`config.mk`:
```
export PLATFORM = sky130hd
export DESIGN_NAME = rrf_retire_wr
export DESIGN_NICKNAME = d
export VERILOG_FILES = /design/src/rtl/rrf_retire_wr.sv
export SDC_FILE = /design/constraint.sdc
export NUM_CORES = 2
export LEC_CHECK = 0
export CORE_MARGIN = 2
export CORE_UTILIZATION = 44
export CTS_BUF_LIST = sky130_fd_sc_hd__clkbuf_8 sky130_fd_sc_hd__clkbuf_16
export CTS_CLUSTER_SIZE = 40
export DETAILED_ROUTE_END_ITERATION = 8
export PLACE_DENSITY = 0.67
export SKIP_LAST_GASP = 1
export SYNTH_ARGS = -nofsm -noshare
export SYNTH_HDL_FRONTEND = slang
export SYNTH_SLANG_ARGS = --single-unit
```
`constraint.sdc`:
```
create_clock -name clk -period 10.25 [get_ports clk]
set_input_delay 1.025 -clock clk [delete_from_list [all_inputs] [get_ports clk]]
set_output_delay 1.025 -clock clk [all_outputs]
set_load 0.01 [all_outputs]
```
`src/rtl/rrf_retire_wr.sv`:
```
// Retire-side write scheduler: buffers ROB retire bundles in a small FIFO and
// drains one bundle per enabled cycle onto the 9 register-file write ports.
module rrf_retire_wr #(
  parameter int unsigned DATA_WIDTH = 32,
  parameter int unsigned EXTRA      = 0,
  parameter int unsigned DEPTH      = 4
) (
  input  logic                       clk,
  input  logic                       rst,
  input  logic                       in_valid,
  output logic                       in_ready,
  input  logic [8:0]                 in_wen,
  input  logic [53:0]                in_addr,
  input  logic [9*DATA_WIDTH-1:0]    in_data,
  input  logic                       in_thread,
  input  logic                       drain_en,
  input  logic                       flush,
  output logic [8:0]                 wr_wen,
  output logic [53:0]                wr_addr,
  output logic [9*DATA_WIDTH-1:0]    wr_data,
  output logic                       wr_thread,
  output logic [$clog2(DEPTH):0]     count,
  output logic                       addr_err
);

  localparam int unsigned SLOTS = 9;
  localparam int unsigned AW    = 6;
  localparam int unsigned AW1   = AW + 1;
  localparam int unsigned PW    = $clog2(DEPTH);
  localparam int unsigned CW    = PW + 1;
  localparam int unsigned DW    = SLOTS * DATA_WIDTH;
  localparam int unsigned LIMIT = 32 + 16 * EXTRA;

  logic [SLOTS-1:0]    mem_wen    [DEPTH];
  logic [SLOTS*AW-1:0] mem_addr   [DEPTH];
  logic [DW-1:0]       mem_data   [DEPTH];
  logic                mem_thread [DEPTH];

  logic [PW-1:0]       wr_ptr;
  logic [PW-1:0]       rd_ptr;
  logic                push;
  logic                pop;
  logic [SLOTS-1:0]    in_wen_ok;
  logic                range_bad;
  logic [SLOTS-1:0]    head_wen;
  logic [SLOTS*AW-1:0] head_addr;
  logic [SLOTS-1:0]    head_keep;

  assign in_ready = (count < CW'(DEPTH));
  assign push     = in_valid && in_ready && !flush;
  assign pop      = drain_en && (count != '0) && !flush;

  // Out-of-range slots are disabled before they ever enter the FIFO.
  always_comb begin
    in_wen_ok = in_wen;
    range_bad = 1'b0;
    for (int unsigned k = 0; k < SLOTS; k++) begin
      if (in_wen[k] && ({1'b0, in_addr[k*AW +: AW]} >= AW1'(LIMIT))) begin
        in_wen_ok[k] = 1'b0;
        range_bad    = 1'b1;
      end
    end
  end

  // Youngest (highest-index) writer of an address wins; older duplicates are killed.
  always_comb begin
    head_wen  = mem_wen[rd_ptr];
    head_addr = mem_addr[rd_ptr];
    head_keep = head_wen;
    for (int unsigned i = 0; i < SLOTS; i++) begin
      for (int unsigned j = i + 1; j < SLOTS; j++) begin
        if (head_wen[j] && (head_addr[j*AW +: AW] == head_addr[i*AW +: AW])) begin
          head_keep[i] = 1'b0;
        end
      end
    end
  end

  // Bundle storage; no reset needed since count gates every read.
  always_ff @(posedge clk) begin
    if (push) begin
      mem_wen[wr_ptr]    <= in_wen_ok;
      mem_addr[wr_ptr]   <= in_addr;
      mem_data[wr_ptr]   <= in_data;
      mem_thread[wr_ptr] <= in_thread;
    end
  end

  // Pointers, occupancy, write-port registers and the sticky error flag.
  always_ff @(posedge clk) begin
    if (rst) begin
      wr_ptr    <= '0;
      rd_ptr    <= '0;
      count     <= '0;
      wr_wen    <= '0;
      wr_addr   <= '0;
      wr_data   <= '0;
      wr_thread <= 1'b0;
      addr_err  <= 1'b0;
    end else if (flush) begin
      wr_ptr <= '0;
      rd_ptr <= '0;
      count  <= '0;
      wr_wen <= '0;
    end else begin
      wr_wen <= '0;
      if (push) begin
        wr_ptr <= wr_ptr + PW'(1);
        if (range_bad) addr_err <= 1'b1;
      end
      if (pop) begin
        rd_ptr    <= rd_ptr + PW'(1);
        wr_wen    <= head_keep;
        wr_addr   <= head_addr;
        wr_data   <= mem_data[rd_ptr];
        wr_thread <= mem_thread[rd_ptr];
      end
      if (push && !pop) begin
        count <= count + CW'(1);
      end else if (pop && !push) begin
        count <= count - CW'(1);
      end
    end
  end

endmodule
```
==> results.txt <==
----------------------------------------------------
[Outcome]
  Status ... finished, final reports clean

[Timing]
  Setup_tns ... 0 ps
  Unrepaired setup endpoints after global routing ... false
  Count of final setup violators ... 0
  Actual transition at the worst max-transition pin ... 1180 ps
  Worst slew margin ... a little over a fifth
  Final Max Tran Viols ... 0
  Number of failing hold endpoints at the final stage ... 0
  Min Clock Period, post-route ... between 4000 and 5000 ps
  Worst clock skew ... around 48 ps
  Part of the cycle the worst path needs ... between 40% and 50%
  Maximum frequency from static timing analysis ... between 200 and 250 MHz

[Setup path]
  Top Family by Delay on Critical Path ... buffers and inverters
  Buffers plus inverters on the worst setup path ... 3
  Longest individual stage delay on the worst path ... around 940 ps
  Slowest cell on the critical path ... nor3b_1
  Setup CP Type ... input port to flop
  Peak fanout along the critical path ... between 100 and 150
  Endpoint class of the critical path ... flop
  Crit path required time ... ~11,000 ps
  Critical-path cell list ... clkdlybuf4s50_1, nor3b_1, and2_4, buf_4, buf_12
  Arrival time at the worst endpoint ... a little under 5000 ps
  Worst setup SP type ... input port

[Finish]
  Share of layout cells above drive strength 1 ... 14.0%
  Filler cell count in the final layout ... approximately 12,000
  Layout-stage area growth over the synthesis result ... 22.7%
  Storage element area ... 0.0495 mm2
  Total Nets Final ... 4,812
  Combined area of the multi-input logic cells ... approximately 0.015 mm2
  Utilization after layout ... 54.5%

[Yosys]
  Synthesized instance count ... 3,762
  Post-synth top cells ... edfxtp_1 (1,408), nand2_1 (691), dfxtp_1 (362)
  Cell taking the most area after synthesis ... edfxtp_1
  Sequential-to-total area share from yosys stat ... between 70% and 80%
  Count of flip-flops with a built-in enable after synthesis ... between 1,000 and 1,500
  Count of unique library cells instantiated by Yosys ... 40
  Count leader, synth ... edfxtp_1
  Yosys warning count ... 0
  Predominant post-synthesis flop cell ... edfxtp_1
  Synth Net Count ... ~4,100
  Fraction of registers with async set or reset after synthesis ... 0%
  Synth top area share ... between 60 and 70%
  Yosys reg bits ... approximately 1,800
  Cell area after technology mapping ... between 0.06 and 0.07 mm2
  Average instance area after synthesis ... 17.5 um2
  Leading post-synthesis cells by cell area ... edfxtp_1 (64%), mux4_2 (11%), dfxtp_1 (11%)

[Global route]
  GRT Residual Overflow ... 0
  Via count of the first global-routing pass ... 35,900
  Gr usage total ... between 20% and 30%
  Largest net degree at the start of global routing ... between 150 and 200
  Initial antenna violation count ... between 50 and 60
  Wire length of the first global-routing pass ... about 240,000 um

[Die]
  Vertical extent of the die ... about 390 um
  Initial core utilization ... between 40% and 50%
  Num ports ... approximately 710
  Width of the die ... 391 um
  Row count ... 141
  Core region area ... about 0.15 mm2
  Die Outline Area ... between 0.15 and 0.2 mm2

[Placed design]
  DP Wirelength ... 99,400 um
  Count of input and output buffers ... approximately 700
  GP Congestion ... roughly 0.8

[Clock tree]
  CTS tree ... yes
  Cts repair resizes ... 0
  Later-pin clock latency in the skew report ... 800 ps
  Clk sinks ... 1,770
  Longest Clk Path Bufs ... 3
  CTS Root Buffer Type ... clkbuf_16
  Buffers inserted during post-CTS setup optimization ... 0
  Depth of the CTS H-tree ... 4
  CTS clk-pin slew, worst paths ... about 50 ps
  Clock buffer count from CTS ... 177
  Hold bufs inserted after CTS ... 0

[Detailed routing]
  Post-route antenna net violation count ... 0
  DRC violations left ... 0
  Post-detailed-route wirelength per cell ... between 20 and 25 um
  Detailed Route WL ... 164,000 um
  Initial DRC Count ... around 2,500
  Total vias in the final route ... about 36,000
  Length of the first detailed-routing pass in iterations ... 7
  Routed via count divided by cell count ... 5.44

[Worst hold path]
  Path type of the worst min-delay path ... flop to flop

[Power]
  Overall power consumption ... ~15 mW
  Pwr Density ... about 190 mW/mm2
  Leakage ... 25.2 nW
  Maximum vdd drop ... ~180 uV

[Job]
  Count of max-cap constraint violations ... 0

----------------------------------------------------
-- layout make-up --
type | instances | share of cell area [%]
clock buffers | 204 | 5.98
inverters | 6 | 0.0372
clock inverters | 132 | 1.42
multi-input cells | 1739 | 18.8
well taps | 1930 | 2.99
flip-flops and latches | 1770 | 61.3
diodes | 23 | 0.0712
repair buffers | 755 | 9.42
-- cell usage in the layout, fill, tap and decap left out, types with 30 or more instances in the layout --
| master | instances |
|---|---|
| clkbuf_16 | 180 |
| nor4_1 | 34 |
| mux4_2 | 326 |
| nand4_1 | 36 |
| inv_1 | 59 |
| dfxtp_1 | 358 |
| xnor2_1 | 119 |
| xor2_1 | 102 |
| nand2_1 | 691 |
| clkdlybuf4s50_1 | 712 |
| edfxtp_1 | 1408 |
| a21oi_1 | 346 |
| buf_4 | 30 |
-- logic make-up after synthesis --
group / share of synthesized area [%]
multiplexers: 12.2
AO/OA/AOI/OAI: 2.75
flip-flops: 75.2
buffers and inverters: 1.83
AND/OR/NAND/NOR: 4.97
XOR/XNOR: 2.94
adder cells (fa/ha/maj): 0.125
-- through the flow --
step / area, um2 / hold slack [ps] / setup slack (ps) / instances
floorplan: 65900 / 481 / 3760 / 3762
global placement: 74800 / 441 / 5040 / 6200
detailed placement: 74800 / 446 / 4960 / 6200
CTS: 80700 / 454 / 5830 / 6536
global route: 80800 / 473 / 5660 / 6556
finish: 80800 / 451 / 5780 / 6559
-- registers in the layout, summed over array words and instances (netlist names), 3 cells and up, named ones only --
signal and count:
mem_data 1152, wr_data 288, mem_addr 216, wr_addr 54
mem_wen 36, wr_wen 9, mem_thread 4, count 3
-- worst reg2reg max path: cells and delay by family (launching register included) --
family        cells  cell delay [ps]
buf+inv           2             1400
flops             1              360
simple gates      2             1690
-- metal layers --
metal / global-route usage (%) / part of all wire, % / vias up / wire length (um)
met4: 8.61 / 3.2 / 50 / 5170
met3: 5.72 / 7.9 / 300 / 12900
met1: 27.4 / 39 / 18300 / 64500
li1: - / - / 15700 / -
met5: 0 / 0.21 / - / 339
met2: 33.7 / 49 / 1234 / 80600
-- path summary, 6_finish.rpt --
| kind | cells past startpoint | slack (ps) | endpoint | from |
|---|---|---|---|---|
| min reg2reg | 2 | 450 | wr_data[88] | wr_data[88] |
| max reg2reg | 4 | 6120 | mem_addr[3][17] | count[2] |
| min | 2 | 450 | wr_data[88] | wr_data[88] |
| max | 5 | 5780 | mem_addr[3][17] | flush |
-- power breakdown --
part	switching, mW	internal [mW]
registers	0.0518	7.88
clock network	2.71	3.78
logic	0.433	0.378
total	3.19	12.0
Note: power is estimated with default switching activity, not from simulation.
